**config.mk**
```make
export PLATFORM = sky130hd
export DESIGN_NAME = csr_trap_unit
export DESIGN_NICKNAME = d
export VERILOG_FILES = /design/src/rtl/core_csr_pkg.sv /design/src/rtl/csr_regfile.sv /design/src/rtl/csr_trap_unit.sv
export SDC_FILE = /design/constraint.sdc
export NUM_CORES = 1
export LEC_CHECK = 0
export CORE_MARGIN = 3
export CORE_UTILIZATION = 49
export DETAILED_ROUTE_END_ITERATION = 10
export HOLD_SLACK_MARGIN = 0.06
export PLACE_DENSITY = 0.73
export SYNTH_ARGS = -nofsm -noshare
export SYNTH_HDL_FRONTEND = slang
export SYNTH_SLANG_ARGS = --single-unit
```
**constraint.sdc**
```tcl
create_clock -name clk -period 8.6 [get_ports clk]
set_clock_uncertainty 0.05 [all_clocks]
set_input_delay 2.58 -clock clk [delete_from_list [all_inputs] [get_ports clk]]
set_output_delay 2.58 -clock clk [all_outputs]
set_load 0.1 [all_outputs]
```
**src/rtl/core_csr_pkg.sv**
```systemverilog
// core_csr_pkg: CSR addresses, trap cause codes, trap FSM states and the
// read-modify-write helper shared by the machine-mode CSR/trap logic.
package core_csr_pkg;

    localparam logic [11:0] CSR_MSTATUS  = 12'h300;
    localparam logic [11:0] CSR_MIE      = 12'h304;
    localparam logic [11:0] CSR_MTVEC    = 12'h305;
    localparam logic [11:0] CSR_MSCRATCH = 12'h340;
    localparam logic [11:0] CSR_MEPC     = 12'h341;
    localparam logic [11:0] CSR_MCAUSE   = 12'h342;
    localparam logic [11:0] CSR_MIP      = 12'h344;
    localparam logic [11:0] CSR_MHARTID  = 12'hF14;

    localparam logic [31:0] CAUSE_EXT   = 32'h8000_000B;
    localparam logic [31:0] CAUSE_TIMER = 32'h8000_0007;
    localparam logic [31:0] CAUSE_ECALL = 32'h0000_000B;

    typedef enum logic [1:0] {S_IDLE, S_TRAP, S_RET} state_t;
    typedef enum logic [1:0] {OP_NONE, OP_RW, OP_RS, OP_RC} csr_op_t;

    function automatic logic [31:0] csr_update(input csr_op_t op, input logic [31:0] old,
                                               input logic [31:0] operand);
        return op == OP_RW ? operand : op == OP_RS ? (old | operand) : (old & ~operand);
    endfunction

endpackage

```
**src/rtl/csr_regfile.sv**
```systemverilog
// csr_regfile: machine-mode CSR storage with trap/mret side effects and the
// combinational read mux; only architecturally writable bits are stored.
module csr_regfile
    import core_csr_pkg::*;
#(
    parameter logic [31:0] MTVEC_RESET = 32'h0000_0000,
    parameter logic [31:0] HART_ID     = 32'h0
) (
    input  logic        clk,
    input  logic        reset_n,
    input  logic [11:0] addr,
    input  logic        we,
    input  logic [31:0] wdata,
    input  logic        trap,
    input  logic [29:0] trap_pc,
    input  logic [31:0] trap_cause,
    input  logic        mret,
    input  logic        ext_irq,
    input  logic        timer_irq,
    output logic [31:0] rdata,
    output logic        implemented,
    output logic        read_only,
    output logic        mie_bit,
    output logic        meie,
    output logic        mtie,
    output logic [31:0] mtvec,
    output logic [31:0] mepc
);

    logic        mpie;
    logic [29:0] tvec;
    logic [29:0] epc;
    logic [31:0] scratch;
    logic [31:0] cause;

    assign mtvec     = {tvec, 2'b00};
    assign mepc      = {epc, 2'b00};
    assign read_only = addr == CSR_MIP || addr == CSR_MHARTID;

    always_ff @(posedge clk) begin
        if (!reset_n) begin
            mie_bit <= 1'b0;
            mpie    <= 1'b0;
            meie    <= 1'b0;
            mtie    <= 1'b0;
            tvec    <= MTVEC_RESET[31:2];
            scratch <= '0;
            epc     <= '0;
            cause   <= '0;
        end else if (trap) begin
            epc     <= trap_pc;
            cause   <= trap_cause;
            mpie    <= mie_bit;
            mie_bit <= 1'b0;
        end else if (mret) begin
            mie_bit <= mpie;
            mpie    <= 1'b1;
        end else if (we) begin
            case (addr)
                CSR_MSTATUS: begin
                    mie_bit <= wdata[3];
                    mpie    <= wdata[7];
                end
                CSR_MIE: begin
                    meie <= wdata[11];
                    mtie <= wdata[7];
                end
                CSR_MTVEC:    tvec    <= wdata[31:2];
                CSR_MSCRATCH: scratch <= wdata;
                CSR_MEPC:     epc     <= wdata[31:2];
                CSR_MCAUSE:   cause   <= wdata;
                default: ;
            endcase
        end
    end

    always_comb begin
        rdata       = '0;
        implemented = 1'b1;
        case (addr)
            CSR_MSTATUS:  rdata = {19'b0, 2'b11, 3'b0, mpie, 3'b0, mie_bit, 3'b0};
            CSR_MIE:      rdata = {20'b0, meie, 3'b0, mtie, 7'b0};
            CSR_MTVEC:    rdata = mtvec;
            CSR_MSCRATCH: rdata = scratch;
            CSR_MEPC:     rdata = mepc;
            CSR_MCAUSE:   rdata = cause;
            CSR_MIP:      rdata = {20'b0, ext_irq, 3'b0, timer_irq, 7'b0};
            CSR_MHARTID:  rdata = HART_ID;
            default:      implemented = 1'b0;
        endcase
    end

endmodule

```
**src/rtl/csr_trap_unit.sv**
```systemverilog
// csr_trap_unit: decode-stage CSR access plus machine-mode trap/mret sequencing;
// every accepted trap or mret produces a one-cycle redirect on the next cycle.
module csr_trap_unit
    import core_csr_pkg::*;
#(
    parameter logic [31:0] MTVEC_RESET = 32'h0000_0000,
    parameter logic [31:0] HART_ID     = 32'h0
) (
    input  logic        clk,
    input  logic        reset_n,
    input  logic        valid,
    input  logic [31:0] inst_pc,
    input  logic        is_csr_instr,
    input  logic        is_mret_instr,
    input  logic        is_ecall_instr,
    input  logic        csr_write,
    input  logic        csr_data_sel,
    input  logic [2:0]  func3,
    input  logic [11:0] csr_addr,
    input  logic [4:0]  rs1_field,
    input  logic [31:0] rs1_data,
    input  logic        ext_irq,
    input  logic        timer_irq,
    output logic [31:0] csr_rdata,
    output logic        illegal_csr,
    output logic        pc_redirect,
    output logic [31:0] redirect_pc,
    output logic        flush,
    output logic        busy
);

    state_t      state;
    csr_op_t     op;
    logic        idle;
    logic        accept;
    logic        irq_ext;
    logic        irq_pending;
    logic        take_irq;
    logic        take_trap;
    logic        take_mret;
    logic        csr_we;
    logic        implemented;
    logic        read_only;
    logic        mie_bit;
    logic        meie;
    logic        mtie;
    logic        unused_ok;
    logic [31:0] operand;
    logic [31:0] wdata;
    logic [31:0] cause;
    logic [31:0] mtvec;
    logic [31:0] mepc;

    assign idle        = state == S_IDLE;
    assign busy        = !idle;
    assign accept      = idle && valid;
    assign op          = csr_op_t'(func3[1:0]);
    assign irq_ext     = meie && ext_irq;
    assign irq_pending = mie_bit && (irq_ext || (mtie && timer_irq));
    assign take_irq    = accept && irq_pending;
    assign take_trap   = take_irq || (accept && is_ecall_instr);
    assign take_mret   = accept && !irq_pending && !is_ecall_instr && is_mret_instr;
    assign cause       = !take_irq ? CAUSE_ECALL : irq_ext ? CAUSE_EXT : CAUSE_TIMER;
    assign operand     = csr_data_sel ? {27'b0, rs1_field} : rs1_data;
    assign wdata       = csr_update(op, csr_rdata, operand);
    assign illegal_csr = accept && is_csr_instr && (!implemented || (read_only && csr_write));
    assign flush       = pc_redirect;
    assign unused_ok   = ^{func3[2], inst_pc[1:0]};

    // Set/clear with a zero source register is a pure read and must not write.
    assign csr_we = accept && !irq_pending && !is_ecall_instr && !is_mret_instr &&
                    is_csr_instr && csr_write && implemented && !read_only &&
                    op != OP_NONE && (op == OP_RW || rs1_field != 5'd0);

    csr_regfile #(
        .MTVEC_RESET(MTVEC_RESET),
        .HART_ID    (HART_ID)
    ) u_regfile (
        .clk        (clk),
        .reset_n    (reset_n),
        .addr       (csr_addr),
        .we         (csr_we),
        .wdata      (wdata),
        .trap       (take_trap),
        .trap_pc    (inst_pc[31:2]),
        .trap_cause (cause),
        .mret       (take_mret),
        .ext_irq    (ext_irq),
        .timer_irq  (timer_irq),
        .rdata      (csr_rdata),
        .implemented(implemented),
        .read_only  (read_only),
        .mie_bit    (mie_bit),
        .meie       (meie),
        .mtie       (mtie),
        .mtvec      (mtvec),
        .mepc       (mepc)
    );

    always_ff @(posedge clk) begin
        if (!reset_n) begin
            state       <= S_IDLE;
            pc_redirect <= 1'b0;
            redirect_pc <= '0;
        end else if (take_trap) begin
            state       <= S_TRAP;
            pc_redirect <= 1'b1;
            redirect_pc <= mtvec;
        end else if (take_mret) begin
            state       <= S_RET;
            pc_redirect <= 1'b1;
            redirect_pc <= mepc;
        end else begin
            state       <= S_IDLE;
            pc_redirect <= 1'b0;
            redirect_pc <= '0;
        end
    end

endmodule
```
Word level (Yosys, flattened, before mapping)
Index checks and enable logic that the tools add are counted.

$add $sub $neg: 0. Bitwise operators: 6. Div/mod/pow operators: 0. Magnitude comparators: 0. Reduce and logical (&&, ||, !) cells: 49. Muxes and demuxes: 28. Shift-type cells: 0. $mul: 0. Eq/ne operators: 11.

Operator list (number): 32-bit 2-to-1 mux (10); 32-bit one-hot mux with 7 select lines (1); 30-bit 2-to-1 mux (4); 12-bit by 10-bit equality test with 1-bit output, second input constant (7); 32-bit bitwise AND (1); 32-bit NOT (1); 32-bit bitwise OR (1); 1-bit logical AND (19); 12-bit equality test, second input constant (1); 4-bit AND reduction (3); 2-bit nonzero test (6); 1-bit 2-to-1 mux (11); 8-bit OR reduction (1); 1-bit logical NOT (6); 3-bit AND reduction (2); 3-bit nonzero test (2); 1-bit logical OR (5); 5-bit nonzero test (1); 4-bit 2-to-1 mux (1); 2-bit AND reduction (2); 1-bit NOT (3); 2-bit by 1-bit equality test with 1-bit output, second input constant (1); 2-bit equality test, second input constant (1); 2-bit logical NOT (1); 3 further kinds (3).

Input bits: 94. Memory bits (writable): 0. Word-level logic and storage cells: 107. Register bits after elaboration: 163. Memories: 0. Latch bits: 0. ROM bits: 0. Output and inout bits: 68.

Depth between registers and ports, before layout
Word-level depth: 16. Gate-level depth with buffers: 9. Mapped depth without buffers: 5.

Cells and area by module
Synthesis repeated with hierarchy kept, for this count alone.

Cell total of the unflattened synthesis: 1028. Area, all modules: 8459.4 um^2.

Modules (own cells, without submodules): csr_regfile (area each 6263.5 um^2, instances 1, seq. area each 2562.5 um^2, cells an instance 745); csr_trap_unit (area each 2195.9 um^2, instances 1, seq. area each 700.7 um^2, cells an instance 283).

Least setup slack after synthesis
No wires, ideal clock.

Path type: input to output. From: input csr_addr[3]. To: output csr_rdata[0]. Required time: 5.970 ns. Slack: 0.445 ns. Path buffers: 3. Stages: 5. Arrival: 5.525 ns. Cell sequence: buf_2 or3_1 clkbuf_1 buf_2 nor3_1.

Word-level cells in the longest chain between the ends: 2. Elaborated cells between the ends (all ways): 8. Classes of those cells: eq/ne: 7; mux: 1.

RTL lines: from (decl) (RTL line csr_trap_unit.sv:19) `input logic [11:0] csr_addr,`; 12-bit by 10-bit equality test with 1-bit output (RTL line csr_regfile.sv:80) `case (addr)`; 32-bit one-hot mux with 7 select lines (*) (RTL line csr_regfile.sv:80); to (decl) (RTL line csr_trap_unit.sv:24) `output logic [31:0] csr_rdata,`.

Every way passes the cells marked *; elsewhere a longest branch is shown, timed or not.

Worst setup path in the final report
From: input csr_addr[2]. To: output csr_rdata[15].

Same word-level chain as after synthesis.

==> results.tsv <==
stage	metric	value	unit
yosys	postSynthCellCount	972	
final_layout	fin_util	65.3	%
hold_path	worstHoldPathType	reg2reg	
power	peakVddDrop	144	µV
critical_path	cp-end-kind	output port	
detailed_routing	routedWlPerCell	21.0	µm
detailed_routing	num_vias	8238	
yosys	synthFlopType	dfxtp_1	
detailed_routing	drt_first_pass_iters	5	
yosys	async_flop_share	0	%
final_layout	antenna_cells	0	
floorplanning	fp.dieH	137	µm
clock_network	worstSkewPairLatency	440	ps
critical_path	critPathBufInv	3	
yosys	ys_ff_latch	161	
global_route	grt_max_degree	45	
critical_path	reg2reg_slack	5360	ps
yosys	syn_area	8380	µm²
run_status	outcome	complete, no violations	
floorplanning	die_width	137	µm
global_route	gr-total-overflow	0	
global_route	grt_usage	29.5	%
power	p_per_area	163	nW/µm²
global_route	grt_pass1_vias	7946	
power	cellLeakagePower	3.99	nW
yosys	ys_seq_area_share	38.4	%
timing	finalHoldViolations	0	
critical_path	cp-startpoint	csr_addr[2]	
yosys	synth-edff-count	0	
clock_network	numCtsBuffers	17	
timing	finalSetupTns	0	ps
clock_network	htree_levels	4	
clock_network	cts_resized	0	
critical_path	path_max_fanout	18	
critical_path	crit_type	in2out	
floorplanning	core.rowCount	47	
critical_path	start_kind	primary input	
timing	finalSetupViolations	0	
timing	period_needed	7760	ps
yosys	synth_common_cells	161 x dfxtp_1, 89 x nand2_1, 82 x o21ai_0	
place	place_hpwl	17500	µm
final_layout	multi_input_area	4750	µm²
place	gp_congestion	0.935	
global_route	grt_pass1_wl	42800	µm
critical_path	crit_end	csr_rdata[15]	
final_layout	drive_gt1_share	11.6	%
floorplanning	coreArea	16600	µm²
critical_path	r2r_end	u_regfile.epc[22]	
final_layout	fin_nets	1175	
yosys	postSynthAreaPerCell	8.63	µm²
detailed_routing	detail-route-antenna-nets	0	
yosys	post-synth-top-count-cell	dfxtp_1	
final_layout	syn2layout_area_growth	29.7	%
timing	min_period_over_period	90.3	%
clock_network	cts_sinks	161	
timing	rsz0062_at_grt	false	
critical_path	r2r_start	u_regfile.meie	
critical_path	cpPeakStageDelay	830	ps
yosys	netlist.area_leader.share	38.4	%
timing	finalMaxSlewViolations	0	
critical_path	arrival	5130	ps
place	dp_slack	940	ps
critical_path	worst_r2r_path_depth	5	
clock_network	cts_tree	done	
place	port_buffers	156	
yosys	yosys_warnings	0	
timing	slew_headroom	19.3	%
floorplanning	start_util	50.4	%
critical_path	cpMaxStageDelayCell	clkdlybuf4s50_1	
detailed_routing	drtIter0Drc	934	
clock_network	cts.reportedPaths.clkPinSlew	70	ps
detailed_routing	drt_wl_total	27600	µm
critical_path	crit_cells	6	
timing	worst_pin_slew	1210	ps
job	drv_cap	0	
yosys	ys_types	75	
clock_network	hold_buffers	0	
critical_path	crit_family	buffers and inverters	
clock_network	ctsRootBufferMaster	clkbuf_16	
timing	fmax	0.129	GHz
final_layout	seqCellArea	3220	µm²
yosys	synth.area.top_cells	dfxtp_1 38%, o21ai_0 4.9%, a22o_1 4.6%	
critical_path	worstPathRequired	5970	ps
timing	layout_setup_ws	838	ps
clock_network	post_cts_buffers	0	
floorplanning	ioPinCount	162	
detailed_routing	viasPerCell	6.27	
critical_path	crit_chain	clkdlybuf4s50_1, and4bb_2, and3_1, buf_4, a22o_1, buf_12	
floorplanning	die_area	18700	µm²
clock_network	clk_path_buf_depth	2	
yosys	synth_top_area_cell	dfxtp_1	
detailed_routing	drc	0	
final_layout	fillers	1400	
global_route	antenna_found_initial	0	
registers in the layout, indices dropped and copies added, names as in the netlist, 2 cells and up:
name	flops
u_regfile.epc	30
u_regfile.tvec	30
u_regfile.cause	32
state	2
redirect_pc	30
u_regfile.scratch	32
layout make-up:
cell class / count / share of cell area (%)
clock buffers: 18 / 3.95
clock inverters: 14 / 1.65
inverters: 7 / 0.242
multi-input cells: 717 / 43.7
flip-flops and latches: 161 / 29.6
well taps: 220 / 2.53
repair buffers: 177 / 18.3
cells in the final DEF, fill, tap and decap left out, types with 5 or more instances in the layout:
master	n
and3b_1	25
nand4_1	6
buf_12	29
o21ai_0	82
clkbuf_16	17
nor2_1	17
nand2_1	89
a21o_1	12
clkdlybuf4s50_1	122
o21ai_1	38
dfxtp_1	161
a21oi_1	51
xnor2_1	14
a311oi_2	8
and3_1	10
a211oi_1	5
nand3_1	58
o211ai_1	18
and2_1	17
a22o_1	44
mux2i_1	23
inv_1	7
buf_4	25
nor3_1	27
nor2b_1	27
o31ai_1	18
o2bb2ai_1	14
a22oi_1	28
power by group:
part           switching [mW]  internal [mW]  total, mW
Clock                   0.329          0.461      0.789
Combinational           0.133         0.0853      0.219
Sequential            0.00726          0.755      0.762
Total                   0.469           1.30       1.77
worst min-delay path by stage:
stage	from	to	slack, ps	depth (start not counted)
floorplan	u_regfile.scratch[12]	u_regfile.scratch[12]	370	2
global placement	u_regfile.scratch[4]	u_regfile.scratch[4]	380	2
detailed placement	u_regfile.scratch[13]	u_regfile.scratch[13]	390	2
finish	u_regfile.scratch[10]	u_regfile.scratch[10]	400	2
global route	u_regfile.scratch[30]	u_regfile.scratch[30]	420	2
CTS	u_regfile.scratch[13]	u_regfile.scratch[13]	400	2
kinds of logic (layout without fill, tap and decap cells):
group                     count (synthesis)  count (layout)  share of synthesized area, %
muxes                                    27              27                          3.28
DFF                                     161             161                          38.4
and+or+nand+nor                         318             318                          21.9
buffers and inverters                    95             216                          5.48
xor gates and xnor gates                 16              16                          1.67
AOI/OAI and AO/OA                       354             354                          29.2
other                                     1               2                        0.0447
stage by stage:
step | instances | total power [mW] | hold slack, ps | cell area, µm²
final | 1314 | 1.77 | 398 | 10900
after global routing | 1314 | 1.82 | 422 | 10900
after CTS | 1314 | 1.77 | 400 | 10900
after detailed placement | 1282 | 0.992 | 391 | 10300
after global placement | 1282 | 0.990 | 382 | 10300
after floorplan | 973 | 0.905 | 370 | 8390
worst reg2reg max path, cell delays in order, from the launching register on:
cell and delay, ps:
dfxtp_1 340, a22o_1 330, a211oi_4 780, nand4_1 610, nand2_1 780, a311oi_2 200
per-layer routing:
metal | GRT usage, % | vias up | routed length, µm
met4 | 10.4 | 0 | 612
met5 | 0 | - | 0
li1 | - | 3872 | -
met2 | 48.0 | 429 | 12800
met1 | 38.4 | 3876 | 11500
met3 | 7.10 | 61 | 2700
(Power assumes the default switching activity.)
